**src/rtl/half_adder_reg.sv**
```systemverilog
// half_adder_reg: registered multi-lane half adder with a valid flag.
// Ports:
//   i_clk, i_rst          clock; synchronous active-high reset
//   i_valid               operands on i_bit1/i_bit2 are valid this cycle
//   i_bit1, i_bit2        per-lane operands (WIDTH bits)
//   o_valid               result valid, one cycle after each accepted input
//   o_sum, o_carry        per-lane XOR / AND, held while idle
//   o_carry_count         saturating count of accepted inputs with any carry
//                         (only when HALF_ADDER_STATS_EN is defined)
module half_adder_reg #(
    parameter int WIDTH = 1,
    parameter int CNT_W = 16
) (
    input  logic             i_clk,
    input  logic             i_rst,
    input  logic             i_valid,
    input  logic [WIDTH-1:0] i_bit1,
    input  logic [WIDTH-1:0] i_bit2,
    output logic             o_valid,
    output logic [WIDTH-1:0] o_sum,
`ifdef HALF_ADDER_STATS_EN
    output logic [WIDTH-1:0] o_carry,
    output logic [CNT_W-1:0] o_carry_count
`else
    output logic [WIDTH-1:0] o_carry
`endif
);
    if (WIDTH < 1 || WIDTH > 64 || CNT_W < 1 || CNT_W > 32) begin : g_bad_param
        $error("half_adder_reg: WIDTH must be 1..64 and CNT_W 1..32");
    end
    logic [WIDTH-1:0] carry_d;
    always_comb carry_d = i_bit1 & i_bit2;
    always_ff @(posedge i_clk) begin
        if (i_rst) begin
            o_valid <= 1'b0;
            o_sum   <= '0;
            o_carry <= '0;
        end else begin
            o_valid <= i_valid;
            if (i_valid) begin
                o_sum   <= i_bit1 ^ i_bit2;
                o_carry <= carry_d;
            end
        end
    end
`ifdef HALF_ADDER_STATS_EN
    // Stops at all ones instead of wrapping.
    always_ff @(posedge i_clk) begin
        if (i_rst)
            o_carry_count <= '0;
        else if (i_valid && |carry_d && !(&o_carry_count))
            o_carry_count <= o_carry_count + 1'b1;
    end
`endif
endmodule

```
**config.mk**
```make
export PLATFORM = sky130hd
export DESIGN_NAME = half_adder_reg
export DESIGN_NICKNAME = d
export VERILOG_FILES = /design/src/rtl/half_adder_reg.sv
export SDC_FILE = /design/constraint.sdc
export NUM_CORES = 1
export LEC_CHECK = 0
export ABC_AREA = 0
export CAP_MARGIN = 15
export CORE_AREA = 2 2 39 41
export CTS_CLUSTER_SIZE = 20
export DETAILED_ROUTE_END_ITERATION = 6
export DIE_AREA = 0 0 41 43
export SLEW_MARGIN = 20
export SYNTH_ARGS = -nofsm -noshare
export SYNTH_HDL_FRONTEND = slang
export SYNTH_SLANG_ARGS = --single-unit
```
**constraint.sdc**
```tcl
create_clock -name i_clk -period 1.3 [get_ports i_clk]
set_input_delay 0.195 -clock i_clk [delete_from_list [all_inputs] [get_ports i_clk]]
set_output_delay 0.195 -clock i_clk [all_outputs]
set_load 0.01 [all_outputs]
```
==> impl_table.tex, run 1 <==
\begin{tabular}{lr}
\hline
Metric & Value \\
\hline
\multicolumn{2}{l}{\textbf{Critical path}} \\
\quad Ordered list of cells on the worst path & clkdlybuf4s50\_1 > ha\_1 > mux2i\_1 > nor2\_1 \\
\quad Critical path launch point type & primary input \\
\quad Required time of the critical path & 1420 ps \\
\quad Worst setup path category & primary input to flip-flop \\
\quad R2R Path Start & o\_carry \\
\quad Terminus of the critical flop-to-flop path & o\_carry \\
\quad Max FO, Critical Path & 1 \\
\quad Worst setup slack for register-to-register paths & 720 ps \\
\quad Number of buffers and inverters on the critical path & 1 \\
\quad Cell class contributing the biggest share of worst-path delay & buffers and inverters \\
\quad CP max stage delay & 400 ps \\
\quad Number of logic stages on the critical path including buffering & 4 \\
\quad Data arrival time of the critical path & 1060 ps \\
\quad Capturing element type of the critical path & flip-flop \\
\quad Worst R2R Path Depth & 2 \\
\quad End point of the critical path & o\_sum \\
\quad Worst-path cell with the longest stage delay & sky130\_fd\_sc\_hd\_\_clkdlybuf4s50\_1 \\
\quad Startpoint of the most critical setup path & i\_bit1 \\
\multicolumn{2}{l}{\textbf{Clock tree}} \\
\quad Clk Tree Root Cell & sky130\_fd\_sc\_hd\_\_clkbuf\_4 \\
\quad CTS tree & yes \\
\quad Inserted Clock Buffers & 3 \\
\quad H-tree depth & 1 \\
\quad Clock sink total & 3 \\
\quad Clock slew at reported path FFs & 40 ps \\
\quad Buffers from clock root to sink, at most & 2 \\
\quad Clock insertion delay at the later pin of the skew report & 230 ps \\
\multicolumn{2}{l}{\textbf{STA}} \\
\quad Final Max Tran Viols & 0 \\
\quad Final number of setup-violating endpoints & 0 \\
\quad RSZ-0062 raised after global routing & false \\
\quad Slew at the pin closest to its max-slew limit & 162 ps \\
\quad Clk\_skew & 0 ps \\
\quad Remaining max-slew budget at the tightest pin & 89.1\% \\
\quad Fin Setup TNS & 0 ps \\
\quad FMAX & 1060 MHz \\
\quad Tcrit/Tclk final & 72.4\% \\
\quad Final Hold Violating Endpoints & 0 \\
\quad Min Clock Period, post-route & 941 ps \\
\multicolumn{2}{l}{\textbf{Global route}} \\
\quad Overflow left after global routing & 0 \\
\quad Maximum number of pins on one net before global-route repair & 4 \\
\quad Initial antenna violation count & 0 \\
\quad Global routing usage summed across all routing layers & 3.11\% \\
\quad Number of global-route vias before repair & 96 \\
\quad Global-route wire length before repair & 310 um \\
\multicolumn{2}{l}{\textbf{Logic synthesis}} \\
\quad Synthesis-stage register bit count & 3 \\
\quad Nets in the synthesized netlist & 15 \\
\quad Average cell area after synthesis & 11.8 um2 \\
\quad Mapped Area & 106 um2 \\
\quad Share of synthesized area occupied by flip-flops and latches & 56.5\% \\
\quad Synth Instances & 9 \\
\quad Yosys synthesis warning count & 0 \\
\quad Number of distinct library cells after synthesis & 5 \\
\multicolumn{2}{l}{\textbf{Finish}} \\
\quad Filler-free cell count of the finished design & 36 \\
\quad Register Area & 60.1 um2 \\
\quad Footprint of the multi-input gates & 46.3 um2 \\
\quad Most frequent standard cell in the layout excluding fill and tap cells & sky130\_fd\_sc\_hd\_\_clkdlybuf4s50\_1 \\
\quad Fraction of final layout cells with drive strength greater than 1 & 15.0\% \\
\quad Antenna diodes & 0 \\
\quad Final-stage net count & 27 \\
\quad Final std cell area, no fill & 230 um2 \\
\quad Final core utilization & 16.6\% \\
\quad Growth of design area from synthesis to finish & 116\% \\
\quad Most used cells in the layout excluding fill and tap cells & 4 x sky130\_fd\_sc\_hd\_\_clkdlybuf4s50\_1, 3 x sky130\_fd\_sc\_hd\_\_clkbuf\_4, 3 x sky130\_fd\_sc\_hd\_\_dfxtp\_1, 3 x sky130\_fd\_sc\_hd\_\_dlymetal6s2s\_1 \\
\quad Fillers & 160 \\
\multicolumn{2}{l}{\textbf{Drt}} \\
\quad Residual antenna-violating net count after detailed routing & 0 \\
\quad Via count & 102 \\
\quad Number of design-rule violations left by the first detailed-router iteration & 0 \\
\quad Vias per Instance & 2.83 \\
\quad Aggregate routed wire length & 252 um \\
\quad Residual DRC count & 0 \\
\quad Detailed-routing iteration count for the pre-antenna-repair pass & 1 \\
\quad Routed wirelength normalized by instance count & 7.00 um \\
\multicolumn{2}{l}{\textbf{Floorplanning}} \\
\quad Core box area & 1380 um2 \\
\quad Height of the die & 43 um \\
\quad Initial Util & 7.69\% \\
\quad Count of standard-cell rows & 14 \\
\quad Die outline area & 1760 um2 \\
\quad Top-Level Pins & 8 \\
\quad Width of the die & 41 um \\
\multicolumn{2}{l}{\textbf{Placement}} \\
\quad Port Buf Inserts & 7 \\
\quad Placed cell count & 32 \\
\quad Routability congestion estimate from global placement & 0.432 \\
\quad Cell area reported after detailed placement & 196 um2 \\
\multicolumn{2}{l}{\textbf{Power and ir drop}} \\
\quad PwrDens & 1310 nW/um2 \\
\quad Pwr Total & 301 uW \\
\quad Peak VDD IR & 0.198 mV \\
\quad Static power due to leakage & 0.138 nW \\
\multicolumn{2}{l}{\textbf{Status}} \\
\quad Result of the run & finished, final reports clean \\
\multicolumn{2}{l}{\textbf{Worst hold path}} \\
\quad Worst min path class & flip-flop to flip-flop \\
\multicolumn{2}{l}{\textbf{Flow run}} \\
\quad Number of max-cap violations & 0 \\
\hline
\end{tabular}
kinds of logic after synthesis:
| family | synth area share [%] |
|---|---|
| DFF | 56.5 |
| and+or+nand+nor | 12.9 |
| muxes | 18.8 |
| adders and majority gates | 11.8 |
worst min-delay path by stage:
stage	startpoint	end	slack, ps	cells past startpoint
finish	o_carry	o_carry	500	2
CTS	o_carry	o_carry	510	2
detailed placement	o_carry	o_carry	500	2
global route	o_carry	o_carry	530	2
floorplan	i_rst	o_valid	270	1
global placement	o_carry	o_carry	490	2
cell type report:
class / instances / share of cell area (%)
Sequential cell: 3 / 26.1
Tap cell: 16 / 8.70
Multi-Input combinational cell: 6 / 20.1
Clock buffer: 4 / 11.4
Timing Repair Buffer: 7 / 33.7
where the power goes:
| group | internal (mW) | switching, mW | total [mW] |
|---|---|---|---|
| logic | 0.0231 | 0.0117 | 0.0348 |
| registers | 0.0978 | 0.00185 | 0.0996 |
| clock network | 0.115 | 0.0513 | 0.167 |
what timing repair did:
item,CTS,global route
gates resized for setup,0,3
buffers inserted,0,0
hold buffers,0,0
setup endpoints to repair,0,3
synthesized netlist by cell type:
cell	count	area share [%]
sky130_fd_sc_hd__ha_1	1	12
sky130_fd_sc_hd__mux2i_1	2	19
sky130_fd_sc_hd__nor2_1	2	7.1
sky130_fd_sc_hd__dfxtp_1	3	56
sky130_fd_sc_hd__nor2b_1	1	5.9
through the flow:
step | setup WS (ps) | hold WS [ps]
finish | 359 | 497
global route | 318 | 527
CTS | 1.42 | 513
detailed placement | 119 | 501
global placement | 110 | 489
floorplan | 566 | 267
worst reg2reg max path, delay by kind of cell, from the launching register on:
family | cells | cell delay [ps]
flip-flops | 1 | 300
multiplexers | 1 | 120
AND/OR/NAND/NOR | 1 | 50
per-layer routing:
metal	wire, um	GRT usage [%]
met1	97	1.60
met2	107	4.38
met3	47	4.71
met4	0	2.00
met5	0	0
registers in the layout, summed over array words and instances (netlist names):
name and count:
o_valid 1, o_carry 1, o_sum 1
(Power assumes the default switching activity.)
==> run 2: changes to the inputs <==
clock period = 0.8 ns   (was 1.3 ns; I/O delays follow)
==> impl_table.tex, run 2 (synthesized netlist as in run 1, its figures left out) <==
\begin{tabular}{lr}
\hline
Metric & Value \\
\hline
\multicolumn{2}{l}{\textbf{Status}} \\
\quad Result of the run & finished, final reports clean \\
\multicolumn{2}{l}{\textbf{Global route}} \\
\quad Global routing usage on met1 & 1.28\% (-0.32 points) \\
\quad Global-route wire length before repair & 324 um (+4.5\%) \\
\quad Overflow left after global routing & 0 (unchanged) \\
\quad Initial antenna violation count & 0 (unchanged) \\
\quad GR met3 Demand/Resource & 3.14\% (-1.6 points) \\
\quad Number of global-route vias before repair & 107 (+11\%) \\
\quad Global routing usage summed across all routing layers & 3.41\% (+0.30 points) \\
\quad Layer with the highest usage after global routing & met4 \\
\quad M2 GR Usage & 4.69\% (+0.31 points) \\
\quad Maximum number of pins on one net before global-route repair & 4 (unchanged) \\
\multicolumn{2}{l}{\textbf{Power and ir drop}} \\
\quad Peak VDD IR & 0.311 mV (+57\%) \\
\quad Static power due to leakage & 0.102 nW (-26\%) \\
\quad Pwr Total & 492 uW (+63\%) \\
\quad PwrDens & 2250 nW/um2 (+72\%) \\
\multicolumn{2}{l}{\textbf{Clock tree}} \\
\quad Clock insertion delay at the later pin of the skew report & 240 ps (about the same) \\
\quad Post-CTS repair timing setup buffer count & 0 (unchanged) \\
\quad Buffers from clock root to sink, at most & 2 (unchanged) \\
\quad H-tree depth & 1 (unchanged) \\
\quad Inserted Clock Buffers & 3 (unchanged) \\
\quad Count of hold buffers inserted by post-cts repair & 0 (unchanged) \\
\quad Clk Tree Root Cell & sky130\_fd\_sc\_hd\_\_clkbuf\_4 \\
\quad CTS tree & yes \\
\quad Clock sink total & 3 (unchanged) \\
\quad Clock slew at reported path FFs & 40 ps (about the same) \\
\multicolumn{2}{l}{\textbf{Critical path}} \\
\quad Max FO, Critical Path & 2 (+1) \\
\quad CP max stage delay & 320 ps (-80 ps) \\
\quad Worst setup path category & flip-flop to output port \\
\quad Number of buffers and inverters on the critical path & 1 (unchanged) \\
\quad Required time of the critical path & 680 ps (-740 ps) \\
\quad Critical path launch point type & flip-flop \\
\quad Ordered list of cells on the worst path & buf\_6 \\
\quad Worst-path cell with the longest stage delay & sky130\_fd\_sc\_hd\_\_dfxtp\_2 \\
\quad Data arrival time of the critical path & 670 ps (-390 ps) \\
\quad Capturing element type of the critical path & output port \\
\quad Cell class contributing the biggest share of worst-path delay & flip-flops \\
\quad Worst setup slack for register-to-register paths & 180 ps (-540 ps) \\
\multicolumn{2}{l}{\textbf{Drt}} \\
\quad Vias per Instance & 2.97 (+4.9\%) \\
\quad Aggregate routed wire length & 276 um (+9.5\%) \\
\quad Detailed-routing iteration count for the pre-antenna-repair pass & 1 (unchanged) \\
\quad Residual antenna-violating net count after detailed routing & 0 (unchanged) \\
\quad Residual DRC count & 0 (unchanged) \\
\quad Routed wirelength normalized by instance count & 7.67 um (+9.5\%) \\
\quad Via count & 107 (+4.9\%) \\
\quad Number of design-rule violations left by the first detailed-router iteration & 0 (unchanged) \\
\multicolumn{2}{l}{\textbf{STA}} \\
\quad Final Max Tran Viols & 0 (unchanged) \\
\quad Final number of setup-violating endpoints & 0 (unchanged) \\
\quad Clk\_skew & 0 ps (unchanged) \\
\quad Slew at the pin closest to its max-slew limit & 126 ps (-36.5 ps) \\
\quad Final hold slack & 331 ps (-166 ps) \\
\quad Final Hold Violating Endpoints & 0 (unchanged) \\
\quad Min Clock Period, post-route & 787 ps \\
\quad Remaining max-slew budget at the tightest pin & 91.4\% (+2.2 points) \\
\quad FMAX & 1270 MHz \\
\quad Fin Setup TNS & 0 ps (unchanged) \\
\quad Tcrit/Tclk final & 98.3\% \\
\quad RSZ-0062 raised after global routing & true \\
\multicolumn{2}{l}{\textbf{Finish}} \\
\quad Most used cells in the layout excluding fill and tap cells & 3 x sky130\_fd\_sc\_hd\_\_clkbuf\_4, 3 x sky130\_fd\_sc\_hd\_\_dlygate4sd2\_1 \\
\quad Filler-free cell count of the finished design & 36 (unchanged) \\
\quad Antenna diodes & 0 (unchanged) \\
\quad Fillers & 166 (+3.8\%) \\
\quad Fraction of final layout cells with drive strength greater than 1 & 40.0\% (+25 points) \\
\quad Growth of design area from synthesis to finish & 106\% \\
\quad Final core utilization & 15.8\% (-0.81 points) \\
\quad Largest registers in the final layout & o\_carry x1, o\_sum x1, o\_valid x1 \\
\quad Final-stage net count & 27 (unchanged) \\
\multicolumn{2}{l}{\textbf{Floorplanning}} \\
\quad Width of the die & 41 um (unchanged) \\
\quad Height of the die & 43 um (unchanged) \\
\quad Initial Util & 7.69\% (unchanged) \\
\quad Core box area & 1380 um2 (unchanged) \\
\quad Top-Level Pins & 8 (unchanged) \\
\quad Count of standard-cell rows & 14 (unchanged) \\
\quad Die outline area & 1760 um2 (unchanged) \\
\multicolumn{2}{l}{\textbf{Placement}} \\
\quad Port Buf Inserts & 7 (unchanged) \\
\quad Placed cell count & 32 (unchanged) \\
\quad Routability congestion estimate from global placement & 0.418 (-3.1\%) \\
\multicolumn{2}{l}{\textbf{Worst hold path}} \\
\quad Worst min path class & primary input to flip-flop \\
\multicolumn{2}{l}{\textbf{Flow run}} \\
\quad Number of max-cap violations & 0 (unchanged) \\
\hline
\end{tabular}
==> run 2: report_power, final <==
part	total [mW]	switching, mW	internal (mW)
clock network	0.274	0.0869	0.187
logic	0.0527	0.0197	0.0330
registers	0.165	0.00445	0.160
total	0.492	0.111	0.381
==> run 2: per-layer routing <==
metal,up-vias,share of wire [%]
met3,0,17
met4,0,0
li1,52,-
met2,8,46
met1,47,37
met5,-,0
==> run 2: what timing repair did <==
| item | CTS | global route |
|---|---|---|
| pin swaps | 2 | 0 |
| endpoints found under the setup margin | 4 | 3 |
| hold endpoints to repair | 0 | 0 |
| gates resized for setup | 19 | 0 |
==> run 2: path summary, 6_finish.rpt <==
check | startpoint | to | cells past startpoint
hold / removal | i_valid | o_valid | 2
setup reg to reg | o_sum | o_sum | 2
hold reg to reg | o_carry | o_carry | 2
setup / recovery | o_carry | o_carry | 1
==> run 2: area by class of cell <==
cell class	instances	area [um2]	share of cell area, %
tap	16	20.0	9.14
timing repair buffer	7	63.8	29.1
sequential	3	62.6	28.6
multi-input combinational	6	46.3	21.1
clock buffer	4	26.3	12.0
==> run 2: metrics by stage <==
step           instance area [um2]  setup slack [ps]
2_1_floorplan                  106               141
3_3_place_gp                   196              -314
3_5_place_dp                   196              -311
4_1_cts                        219              3.98
5_1_grt                        219             -7.11
6_report                       219              13.3
